### config.mk
export PLATFORM = sky130hd
export DESIGN_NAME = shared_cnt_arb
export DESIGN_NICKNAME = d
export VERILOG_FILES = /design/src/rtl/shared_cnt_arb_pkg.sv /design/src/rtl/shared_cnt_arb_rr_pick.sv /design/src/rtl/shared_cnt_arb.sv
export SDC_FILE = /design/constraint.sdc
export NUM_CORES = 1
export LEC_CHECK = 0
export ABC_CLOCK_PERIOD_IN_PS = 3100
export CORE_MARGIN = 5
export CORE_UTILIZATION = 45
export DETAILED_ROUTE_END_ITERATION = 6
export MAX_ROUTING_LAYER = met4
export PLACE_DENSITY = 0.7
export SLEW_MARGIN = 40
export SYNTH_ARGS = -nofsm -noshare
export SYNTH_HDL_FRONTEND = slang
export SYNTH_SLANG_ARGS = --single-unit
### constraint.sdc
create_clock -name CLK -period 3.1 [get_ports CLK]
set_clock_uncertainty 0.2 [all_clocks]
set_input_delay 0.31 -clock CLK [delete_from_list [all_inputs] [get_ports CLK]]
set_output_delay 0.31 -clock CLK [all_outputs]
set_load 0.05 [all_outputs]
### src/rtl/shared_cnt_arb_pkg.sv
// Shared types and helpers for the shared-counter round-robin arbiter.
package shared_cnt_arb_pkg;

    typedef enum logic [1:0] {
        ST_IDLE  = 2'd0,
        ST_GRANT = 2'd1,
        ST_COOL  = 2'd2
    } state_e;

    localparam int unsigned COOL_W   = 4;
    localparam int unsigned MAX_NREQ = 8;
    localparam int unsigned IDX_W    = 3;

    // Encode a one-hot vector (at most MAX_NREQ wide) into its bit index.
    function automatic logic [IDX_W-1:0] onehot_to_idx(input logic [MAX_NREQ-1:0] oh);
        logic [IDX_W-1:0] idx;
        idx = '0;
        for (int i = 0; i < int'(MAX_NREQ); i++) begin
            if (oh[i]) idx = idx | IDX_W'(i);
        end
        return idx;
    endfunction

endpackage

### src/rtl/shared_cnt_arb_rr_pick.sv
// Combinational round-robin picker: first set request at or after the pointer, cyclically.
// With SHARED_CNT_ARB_PRIO0_EN defined, requester 0 always wins when requesting.
module rr_pick
    import shared_cnt_arb_pkg::*;
#(
    parameter int unsigned NREQ = 4
) (
    input  logic [NREQ-1:0]  req_i,
    input  logic [IDX_W-1:0] ptr_i,
    output logic [NREQ-1:0]  pick_oh_o,
    output logic [IDX_W-1:0] pick_idx_o
);

    logic [MAX_NREQ-1:0] req_ext;
    logic [MAX_NREQ-1:0] oh_ext;
    logic [IDX_W-1:0]    cand;
    logic                found;

    assign req_ext = MAX_NREQ'(req_i);

    always_comb begin
        oh_ext = '0;
        cand   = '0;
        found  = 1'b0;
        for (int i = 0; i < int'(NREQ); i++) begin
            cand = IDX_W'((int'(ptr_i) + i) % int'(NREQ));
            if (!found && req_ext[cand]) begin
                found        = 1'b1;
                oh_ext[cand] = 1'b1;
            end
        end
`ifdef SHARED_CNT_ARB_PRIO0_EN
        if (req_ext[0]) begin
            oh_ext = MAX_NREQ'(1);
        end
`endif
        pick_oh_o  = oh_ext[NREQ-1:0];
        pick_idx_o = onehot_to_idx(oh_ext);
    end

endmodule

### src/rtl/shared_cnt_arb.sv
// Round-robin arbiter sequencing NREQ increment sources into one shared modulo counter.
// Optional: define SHARED_CNT_ARB_PRIO0_EN to give requester 0 absolute priority.
module shared_cnt_arb
    import shared_cnt_arb_pkg::*;
#(
    parameter int unsigned NREQ    = 4,
    parameter int unsigned CNT_W   = 3,
    parameter int unsigned CNT_MAX = 5,
    parameter int unsigned COOL    = 2
) (
    input  logic             CLK,
    input  logic             RST,
    input  logic [NREQ-1:0]  REQ,
    input  logic             CLEAR,
    output logic [NREQ-1:0]  GNT,
    output logic             GNT_VALID,
    output logic [CNT_W-1:0] CNT,
    output logic             CNT_WRAP,
    output logic             BUSY
);

    localparam int unsigned COOL_LOAD = (COOL == 0) ? 0 : COOL - 1;

    state_e            state_q, state_d;
    logic [NREQ-1:0]   gnt_q, gnt_d;
    logic              gnt_valid_q, gnt_valid_d;
    logic [IDX_W-1:0]  gnt_idx_q, gnt_idx_d;
    logic [IDX_W-1:0]  ptr_q, ptr_d;
    logic [COOL_W-1:0] cool_q, cool_d;
    logic [CNT_W-1:0]  cnt_q, cnt_d;
    logic              wrap_q, wrap_d;
    logic              busy_q, busy_d;

    logic [NREQ-1:0]   pick_oh;
    logic [IDX_W-1:0]  pick_idx;
    logic [IDX_W-1:0]  ptr_inc;

    rr_pick #(
        .NREQ(NREQ)
    ) u_rr_pick (
        .req_i      (REQ),
        .ptr_i      (ptr_q),
        .pick_oh_o  (pick_oh),
        .pick_idx_o (pick_idx)
    );

    assign ptr_inc = (gnt_idx_q == IDX_W'(NREQ - 1)) ? '0 : IDX_W'(gnt_idx_q + 1'b1);

    always_ff @(posedge CLK or posedge RST) begin
        if (RST) begin
            state_q     <= ST_IDLE;
            gnt_q       <= '0;
            gnt_valid_q <= 1'b0;
            gnt_idx_q   <= '0;
            ptr_q       <= '0;
            cool_q      <= '0;
            cnt_q       <= '0;
            wrap_q      <= 1'b0;
            busy_q      <= 1'b0;
        end else begin
            state_q     <= state_d;
            gnt_q       <= gnt_d;
            gnt_valid_q <= gnt_valid_d;
            gnt_idx_q   <= gnt_idx_d;
            ptr_q       <= ptr_d;
            cool_q      <= cool_d;
            cnt_q       <= cnt_d;
            wrap_q      <= wrap_d;
            busy_q      <= busy_d;
        end
    end

    // Next-state, pointer, cooldown and shared-counter update.
    always_comb begin
        state_d     = state_q;
        gnt_d       = '0;
        gnt_valid_d = 1'b0;
        gnt_idx_d   = gnt_idx_q;
        ptr_d       = ptr_q;
        cool_d      = cool_q;
        cnt_d       = CLEAR ? '0 : cnt_q;
        wrap_d      = 1'b0;
        busy_d      = busy_q;

        unique case (state_q)
            ST_IDLE: begin
                if (REQ != '0) begin
                    state_d     = ST_GRANT;
                    gnt_d       = pick_oh;
                    gnt_valid_d = 1'b1;
                    gnt_idx_d   = pick_idx;
                    busy_d      = 1'b1;
                end
            end
            ST_GRANT: begin
                if (CLEAR) begin
                    cnt_d = '0;
                end else if (cnt_q >= CNT_W'(CNT_MAX)) begin
                    cnt_d  = '0;
                    wrap_d = 1'b1;
                end else begin
                    cnt_d = CNT_W'(cnt_q + 1'b1);
                end
`ifdef SHARED_CNT_ARB_PRIO0_EN
                if (gnt_idx_q != '0) ptr_d = ptr_inc;
`else
                ptr_d = ptr_inc;
`endif
                if (COOL == 0) begin
                    state_d = ST_IDLE;
                    busy_d  = 1'b0;
                end else begin
                    state_d = ST_COOL;
                    cool_d  = COOL_W'(COOL_LOAD);
                end
            end
            ST_COOL: begin
                if (cool_q == '0) begin
                    state_d = ST_IDLE;
                    busy_d  = 1'b0;
                end else begin
                    cool_d = COOL_W'(cool_q - 1'b1);
                end
            end
            default: begin
                state_d = ST_IDLE;
                busy_d  = 1'b0;
            end
        endcase
    end

    assign GNT       = gnt_q;
    assign GNT_VALID = gnt_valid_q;
    assign CNT       = cnt_q;
    assign CNT_WRAP  = wrap_q;
    assign BUSY      = busy_q;

endmodule
# After elaboration in Yosys (flattened, before gate mapping)
# Index checks and enable logic that the tools add are counted.
# W data, S select, Z words.
# op_classes
eq_ne,6
addsub,6
order_cmp,9
reduce_logical,22
muxes,50
n_bitwise,7
# ops
operator,count
$mux W3,8
$mux W8,3
$or A8 B8 Y8,3
$mux W1,19
$mux W4,4
$lt A3 B4 Y1 const B,3
$mux W2,5
$bmux W1 S3,3
$demux W1 S3,3
$ge A3 B1 Y1 const B,3
$pmux W4 S2,1
$logic_and A1 B1 Y1,7
$ne A2 B2 Y1 const B,3
$pmux W2 S3,1
$reduce_and A2 Y1,3
$reduce_or A2 Y1,3
$add A2 B1 Y2 const B,2
$add A2 B2 Y2 const B,2
$logic_not A4 Y1,1
$lt A2 B4 Y1 const B,1
$reduce_bool A2 Y1,2
$reduce_bool A4 Y1,1
$sub A4 B1 Y4 const B,1
$add A3 B1 Y3 const B,1
13 further kinds,17
# totals
elab_cells,109
ff_bits,21
output_inout_bits,10
inputBits,7

# Depth between registers and ports, before layout
# Gate-level depths: netlist of run 1.
# depth
depth_word,20
mapped_depth,8
ltp_nobuf,7

# Hierarchy
# Synthesis of run 1 repeated with hierarchy kept, for this count alone.
# unflattened
hier_cells,138
area_unflattened_um2,1423.9
# modules_own_cells
mod,seq_area_each_um2,area_per_inst_um2,cells_per_inst,instances
shared_cnt_arb,550.5,964.7,82,1
rr_pick,0.0,459.2,56,1

# Least setup slack after synthesis of run 1
# No wires, ideal clock.
# synth_path
path_kind,register to register
start,reg ptr_q[0]
end,reg gnt_idx_q[0]
setup_ns,0.138
path_slack_ns,0.955
t_arrival_ns,1.807
stages_incl_launch_ff,9
period_less_slack_ns,2.145
required_ns,2.762
path_buffers,1
cell_sequence,dfrtp_1 buf_6 inv_1 ha_1 mux4_2 nand2_1 o21ai_0 a221oi_1 a31oi_1
# synth_between
elab_chain_cells,20
elab_cells_between_ends,60
cone_classes,add/sub: 3; order compare: 8; mux: 30; bitwise: 6; reduce/logical: 13
# synth_rtl
item,line,source
from (decl),shared_cnt_arb.sv:28,"logic [IDX_W-1:0] ptr_q, ptr_d;"
from (signal assigned),shared_cnt_arb.sv:65,ptr_q <= ptr_d;
$add A2 B1 Y2,shared_cnt_arb_rr_pick.sv:26,cand = IDX_W'((int'(ptr_i) + i) % int'(NREQ));
$reduce_or A2 Y1 (no line),-,
$and A1 B1 Y1 (no line),-,
"$lt A3 B4 Y1 (not written as such), or another cell as far along",shared_cnt_arb_rr_pick.sv:29,oh_ext[cand] = 1'b1;
$logic_and A1 B1 Y1 (not written as such) or $mux W1 (tied branches),"shared_cnt_arb_rr_pick.sv:29, shared_cnt_arb_rr_pick.sv:27",
$mux W1 (not written as such) or $logic_and A1 B1 Y1 (tied branches),"shared_cnt_arb_rr_pick.sv:29, shared_cnt_arb_rr_pick.sv:27",
$demux W1 S3 or $mux W1 (tied branches),-,
$or A8 B8 Y8 (no line) or $logic_not A1 Y1 (tied branches),-,
$mux W8 or $logic_and A1 B1 Y1 (tied branches),shared_cnt_arb_rr_pick.sv:27,if (!found && req_ext[cand]) begin
$or A8 B8 Y8 (no line) or $mux W1 (tied branches),-,
$mux W8 or $logic_not A1 Y1 (tied branches),shared_cnt_arb_rr_pick.sv:27,
$or A8 B8 Y8 (no line) or $logic_and A1 B1 Y1 (tied branches),-,
$mux W8 (*),shared_cnt_arb_rr_pick.sv:27,
$mux W1,shared_cnt_arb_pkg.sv:19,if (oh[i]) idx = idx | IDX_W'(i);
$mux W2 (2 in a row),shared_cnt_arb_pkg.sv:19,
$mux W3 (3 in a row),shared_cnt_arb_pkg.sv:19,
$mux W3 (*),shared_cnt_arb_pkg.sv:19,
to (signal assigned),shared_cnt_arb.sv:64,gnt_idx_q <= gnt_idx_d;
to (decl),shared_cnt_arb.sv:27,"logic [IDX_W-1:0] gnt_idx_q, gnt_idx_d;"
# Mark *: on every way between the ends. The rest lies on a longest branch, timed or not. The select of a mux whose other input is x is not followed.
# A chain may end at the register's enable or synchronous reset.

# Worst setup path in the final report of run 1
# layout_path
start,reg ptr_q[0]
end,reg gnt_idx_q[1]
# layout_between
elab_chain_cells,19
elab_cells_between_ends,59
cone_classes,add/sub: 3; order compare: 8; mux: 29; bitwise: 6; reduce/logical: 13
# layout_rtl
item,line
$add A2 B1 Y2,shared_cnt_arb_rr_pick.sv:26
$reduce_or A2 Y1 (no line),-
$and A1 B1 Y1 (no line),-
"$lt A3 B4 Y1 (not written as such), or another cell as far along",shared_cnt_arb_rr_pick.sv:29
$logic_and A1 B1 Y1 (not written as such) or $mux W1 (tied branches),"shared_cnt_arb_rr_pick.sv:29, shared_cnt_arb_rr_pick.sv:27"
$mux W1 (not written as such) or $logic_and A1 B1 Y1 (tied branches),"shared_cnt_arb_rr_pick.sv:29, shared_cnt_arb_rr_pick.sv:27"
$demux W1 S3 or $mux W1 (tied branches),-
$or A8 B8 Y8 (no line) or $logic_not A1 Y1 (tied branches),-
$mux W8 or $logic_and A1 B1 Y1 (tied branches),shared_cnt_arb_rr_pick.sv:27
$or A8 B8 Y8 (no line) or $mux W1 (tied branches),-
$mux W8 or $logic_not A1 Y1 (tied branches),shared_cnt_arb_rr_pick.sv:27
$or A8 B8 Y8 (no line) or $logic_and A1 B1 Y1 (tied branches),-
$mux W8 (*),shared_cnt_arb_rr_pick.sv:27
$mux W2 (2 in a row),shared_cnt_arb_pkg.sv:19
$mux W3 (3 in a row),shared_cnt_arb_pkg.sv:19
$mux W3 (*),shared_cnt_arb_pkg.sv:19
# Marks and branches as above.

==> results of run 1 <==
==> power by group <==
part	switching, W	internal (W)	leakage, nW
registers	0.0000892	0.000357	0.256
clock network	0.0000810	0.000131	0.0279
logic	0.000466	0.000276	0.332
==> layer usage <==
metal  track usage [%]  up-vias  wire, um
met1              17.1      443       972
met2              25.0       15      1180
met5                 -        -         0
met3              3.83        0       118
met4             0.929        0         0
li1                  -      449         -
==> cell families after synthesis <==
kind of cell               Yosys count  share of synthesized area (%)
buffers and inverters               13                           4.89
AOI/OAI and AO/OA                   26                           15.6
muxes                                3                           4.78
and+or+nand+nor                     44                           18.9
DFF                                 20                           43.4
adders and majority gates           10                           10.9
xor gates and xnor gates             2                           1.52
==> state kept, by name (all words and copies together) (netlist names) <==
register	cells
CNT_WRAP	1
BUSY	1
cool_q	4
GNT_VALID	1
state_q	2
gnt_idx_q	2
CNT	3
GNT	4
ptr_q	2
==> through the flow <==
stage	power [W]	hold WS (ns)
global placement	0.00116	0.288
floorplan	0.000999	0.0738
CTS	0.00142	0.264
detailed placement	0.00120	0.306
global route	0.00151	0.142
finish	0.00140	0.104
==> path summary, 6_finish.rpt <==
check | startpoint | end | slack (ns) | cells after the start
setup / recovery | ptr_q[0] | gnt_idx_q[1] | 0.59 | 7
hold reg to reg | cool_q[0] | cool_q[0] | 0.33 | 1
max in group asynchronous | RST | cool_q[0] | 2.29 | 2
min in group CLK | cool_q[0] | cool_q[0] | 0.33 | 1
hold / removal | RST | GNT_VALID | 0.10 | 2
setup reg to reg | ptr_q[0] | gnt_idx_q[1] | 0.59 | 7
==> worst max-delay path, delay by kind of cell, from the launching register on <==
family,cells,cell delay (ns)
adder cells (fa/ha/maj),1,0.37
multiplexers,1,0.38
buffers and inverters,1,0.18
AO/OA/AOI/OAI,3,0.54
AND/OR/NAND/NOR,1,0.10
flip-flops,1,0.60
==> synthesized netlist by cell type, types with 2 or more instances <==
cell type   n  area share, %
inv_1      11            3.6
nand2_1    14            4.6
xor2_1      2            1.5
nor2_1     14            4.6
a21oi_1     5            2.2
dfrtp_1    20             43
or3_1       2            1.1
a221oi_1    2            1.5
nor3_1      3            1.3
nor3b_1     3            2.0
ha_1       10             11
mux4_2      2            3.9
o21ai_0    10            4.3
a31oi_1     3            1.6
==> final cells by class <==
class | count | area [um2] | share of cell area (%)
inverters | 11 | 41.3 | 2.98
flip-flops and latches | 20 | 500 | 36.1
repair buffers | 16 | 160 | 11.5
multi-input cells | 85 | 596 | 42.9
clock inverters | 1 | 30.0 | 2.16
well taps | 30 | 37.5 | 2.71
clock buffers | 3 | 22.5 | 1.62
==> placed cells by master, fill, tap and decap left out, drive strengths merged <==
master / netlist / routed
a211oi: 2 / 2
a21oi: 5 / 5
a221oi: 3 / 3
a22oi: 1 / 1
a31oi: 3 / 3
a32oi: 1 / 1
and3b: 1 / 1
bufinv: 0 / 1
clkbuf: 1 / 3
clkdlybuf4s50: 0 / 16
dfrtp: 20 / 20
ha: 10 / 10
inv: 11 / 11
mux2i: 1 / 1
mux4: 2 / 2
nand2: 14 / 14
nand2b: 1 / 1
nand3b: 1 / 1
nor2: 14 / 14
nor2b: 1 / 1
nor3: 3 / 3
nor3b: 3 / 3
nor4: 1 / 1
nor4b: 1 / 1
nor4bb: 1 / 1
o21ai: 10 / 10
o311a: 1 / 1
or3: 2 / 2
or3b: 1 / 1
xor2: 2 / 2
==> reports/metrics.cfg, run 1 <==
[critical_path]
worst_path_max_delay_cell = dfrtp_1
endpoint_kind = register
critical_path_class = register to register
arrival_ns = 2.49
critPathLaunchType = register
worst_path_largest_cell_delay_ns = 0.60
cp.required_ns = 3.08
crit_chain = inv_1 > ha_1 > mux4_2 > nand2_1 > o21ai_0 > a221oi_2 > a31oi_1
cp_max_fo = 13

[clock_tree]
clkTransAtPathRegs_ns = 0.12
post-cts-setup-buffers = 0
clock_latency_ns = 0.30
cts-root-buf = clkbuf_4
holdBufCountCts = 0
cts.sinks = 20
htreeDepth = 1
cts_buffers = 3
cts_resized = 0
cts_tree = yes
ctsLongestPathBuffers = 2

[routing]
vias = 907
avgRoutedWirePerCell_um = 13.6
routed_wl_um = 2270
drt_iter0_drc = 15
dr.pass1.iters = 4
via_per_inst = 5.46
antenna_left = 0
drc = 0

[timing]
timing.fmax_ghz = 0.399
fin_crit_ns = 2.51
finalSetupViolCount = 0
worst_slack_ns = 0.594
fin_crit_sh_pct = 80.8
hold_viol_final = 0
final_max_slew_viol_count = 0
max_slew_margin_pct = 52.5
rsz0062_at_grt = false
fin_tns_setup_ns = 0
worst_pin_slew_ns = 0.709

[floorplan]
die_x_um = 60.6
design.core.area_um2 = 2450
ios = 17
initial_utilization_pct = 46.9
dieHeight_um = 60.6
die_area_um2 = 3670
rows = 18

[final_layout]
syn_to_final_growth_pct = 20.4
nets = 154
layout-drive-gt1-share_pct = 6.62
final.fill_count = 220
final_area_um2 = 1390
instances_no_fill = 166
utilization_pct = 56.5
antenna_cells = 0

[placed_design]
dpl_cell_area_um2 = 1340
dpl.hpwl_um = 1770
place_congestion = 0.843
place_inst = 162
port_buffers = 16
place_ws_ns = 0.595

[power_and_ir_drop]
power_density_nw_per_um2 = 1010
p_leak_nw = 0.616
irDropWorstVdd_uv = 607

[worst_hold_path]
min_path_type = input port to asynchronous set/reset pin

[grt]
grt_pass1_wl_um = 3860
gr-usage-all-layers_pct = 14.2
antenna_found_initial = 0
grt_pass1_vias = 854
grt_max_degree = 21
grt.overflow.total = 0

[synth]
synthArstFlopShare_pct = 100
yosysSeqAreaShare_pct = 43.4
synth_area_um2 = 1150
ys_ff_latch = 20
synthCells = 118
synth-edff-count = 0
synth_top_flop_cell = dfrtp_1
synth_area_per_cell_um2 = 9.77
ys_types = 31
syn_nets = 135
yosysWarnings = 0

[flow_run]
cap_violations = 0

[outcome]
status = completed

Note: power is estimated with default switching activity, not from simulation.
==> run 2: changes to the inputs <==
--- a/config.mk
+++ b/config.mk
@@ -5,12 +5,12 @@
 export SDC_FILE = /design/constraint.sdc
 export NUM_CORES = 1
 export LEC_CHECK = 0
-export ABC_CLOCK_PERIOD_IN_PS = 3100
+export ABC_CLOCK_PERIOD_IN_PS = 2200
 export CORE_MARGIN = 5
 export CORE_UTILIZATION = 45
 export DETAILED_ROUTE_END_ITERATION = 6
 export MAX_ROUTING_LAYER = met4
-export PLACE_DENSITY = 0.7
+export PLACE_DENSITY = 0.73
 export SLEW_MARGIN = 40
 export SYNTH_ARGS = -nofsm -noshare
 export SYNTH_HDL_FRONTEND = slang
==> constraint.sdc (replaced) <==
create_clock -name CLK -period 2.2 [get_ports CLK]
set_clock_uncertainty 0.2 [all_clocks]
set_input_delay 0.22 -clock CLK [delete_from_list [all_inputs] [get_ports CLK]]
set_output_delay 0.22 -clock CLK [all_outputs]
set_load 0.05 [all_outputs]
==> reports/metrics.cfg, run 2 (synthesized netlist as in run 1, its figures left out) <==
[outcome]
status = completed

[flow_run]
cap_violations = 0  ; unchanged

[routing]
dr.pass1.iters = 4  ; unchanged
avgRoutedWirePerCell_um = 13.4  ; -1.4%
routed_wl_um = 2390  ; +5.7%
vias = 933  ; +2.9%
via_per_inst = 5.24  ; -4.1%
drt_iter0_drc = 18  ; +3
drc = 0  ; unchanged
antenna_left = 0  ; unchanged

[final_layout]
nets = 166  ; +7.8%
final.fill_count = 203  ; -7.7%
syn_to_final_growth_pct = 29.0
layout_common_cells = dfrtp_1 (20), clkdlybuf4s50_1 (16), nor2_1 (14), nand2_1 (14), buf_4 (12)
antenna_cells = 0  ; unchanged
layout-drive-gt1-share_pct = 15.5  ; +8.9 points
utilization_pct = 60.6  ; +4.0 points
regArea_um2 = 500  ; unchanged
layout_commonest_cell = dfrtp_1
multi_input_area_um2 = 621  ; +4.2%

[grt]
grt.overflow.total = 0  ; unchanged
antenna_found_initial = 0  ; unchanged
grt_pass1_wl_um = 4230  ; +9.6%
grt_pass1_vias = 1009  ; +18%
grt_max_degree = 21  ; unchanged
gr-usage-all-layers_pct = 15.8  ; +1.6 points

[floorplan]
dieHeight_um = 60.6  ; unchanged
design.core.area_um2 = 2450  ; unchanged
die_x_um = 60.6  ; unchanged
rows = 18  ; unchanged
ios = 17  ; unchanged
die_area_um2 = 3670  ; unchanged
initial_utilization_pct = 46.9  ; unchanged

[timing]
timing.fmax_ghz = 0.472  ; +18%
fin_crit_ns = 2.12  ; -0.388 ns
fin_crit_sh_pct = 96.3  ; +15 points
final_max_slew_viol_count = 0  ; unchanged
hold_viol_final = 0  ; unchanged
worst_pin_slew_ns = 0.499  ; -0.210 ns
rsz0062_at_grt = false
finalSetupViolCount = 0  ; unchanged
max_slew_margin_pct = 66.7  ; +14 points
fin_tns_setup_ns = 0  ; unchanged

[critical_path]
arrival_ns = 2.09  ; -0.40 ns
cp_max_fo = 5  ; -8
critPathLaunchType = register
critical_path_class = register to register
cp.required_ns = 2.17  ; -0.91 ns
endpoint_kind = register

[clock_tree]
clkTransAtPathRegs_ns = 0.11  ; about the same
htreeDepth = 1  ; unchanged
cts_tree = yes
cts.sinks = 20  ; unchanged
cts-root-buf = clkbuf_4
ctsLongestPathBuffers = 2  ; unchanged
clock_latency_ns = 0.30  ; about the same
cts_buffers = 3  ; unchanged

[power_and_ir_drop]
internal_power_w = 0.00110  ; +44%
p_leak_nw = 0.674  ; +9.4%
p_switching_w = 0.000928  ; +46%
p_comb_share_pct = 60.5  ; +7.5 points
power_density_nw_per_um2 = 1370  ; +35%
seq_power_share_pct = 29.2  ; -2.7 points
switching_share_pct = 45.7  ; +0.27 points
clockPowerShare_pct = 10.3  ; -4.8 points
irDropWorstVdd_uv = 789  ; +30%

[placed_design]
port_buffers = 16  ; unchanged
place_congestion = 0.809  ; -4.1%
dpl.hpwl_um = 1830  ; +3.7%

[worst_hold_path]
min_path_type = input port to asynchronous set/reset pin

## run 2: stage by stage
stage          instance area [um2]  instances  hold slack, ns  setup WS [ns]  power, W
3_3_place_gp                  1430        174           0.283         0.0546   0.00172
6_report                      1490        178          0.0278         0.0820   0.00203
2_1_floorplan                 1150        118         -0.0162         0.0554   0.00141
5_1_grt                       1490        178          0.0398       0.000705   0.00219
4_1_cts                       1460        178          0.0347         0.0994   0.00197
3_5_place_dp                  1430        174           0.297        0.00125   0.00176
## run 2: critical path, cell delays in order (launching register included)
cell,delay (ns)
dfrtp_1,0.40
inv_1,0.16
ha_4,0.24
mux4_2,0.36
nand2_1,0.09
o21ai_0,0.09
a221oi_2,0.31
a31oi_1,0.15
## run 2: final cells by class
type                            instances  share of cell area [%]
Timing Repair Buffer                   28                    16.8
Sequential cell                        20                    33.7
Clock buffer                            4                    2.44
Multi-Input combinational cell         85                    41.8
Inverter                               11                    2.78
Tap cell                               30                    2.53
## run 2: metal layers
| metal | routed length [um] | global-route usage, % |
|---|---|---|
| met4 | 48 | 8.98 |
| met2 | 1210 | 26.1 |
| met1 | 1020 | 18.5 |
| met3 | 114 | 2.13 |
| met5 | 0 | - |
## run 2: repair_timing
item                                   in CTS  in global routing
endpoints found under the hold margin       0                  0
setup endpoints to repair                   0                  4
buffers inserted                            0                  0
resized for setup                           0                  3
hold buffers                                0                  0
## run 2: power groups by stage
stage                     sequential [W]  combinational (W)  clock [W]
after global placement          0.000590            0.00113          0
final                           0.000593            0.00123   0.000209
after floorplan                 0.000805           0.000603          0
after global routing            0.000614            0.00134   0.000232
after detailed placement        0.000599            0.00116          0
after CTS                       0.000594            0.00116   0.000211
## run 2: path summary, 6_finish.rpt
check | start | endpoint | slack (ns) | depth (start not counted)
worst max-delay path | ptr_q[1] | gnt_idx_q[1] | 0.08 | 7
worst min-delay path | RST | state_q[0] | 0.03 | 3
worst max register to register | ptr_q[1] | gnt_idx_q[1] | 0.08 | 7
worst min register to register | cool_q[0] | cool_q[0] | 0.31 | 1
max in group asynchronous | RST | GNT[3] | 1.57 | 3
min in group CLK | cool_q[0] | cool_q[0] | 0.31 | 1
==> run 3: changes to the inputs <==
--- a/config.mk
+++ b/config.mk
@@ -11,7 +11,7 @@
 export DETAILED_ROUTE_END_ITERATION = 6
 export MAX_ROUTING_LAYER = met4
 export PLACE_DENSITY = 0.73
-export SLEW_MARGIN = 40
+export SLEW_MARGIN = 25
 export SYNTH_ARGS = -nofsm -noshare
 export SYNTH_HDL_FRONTEND = slang
 export SYNTH_SLANG_ARGS = --single-unit
==> results of run 3 <==
The final DEF is identical to that of run 2; final timing and power are the same.
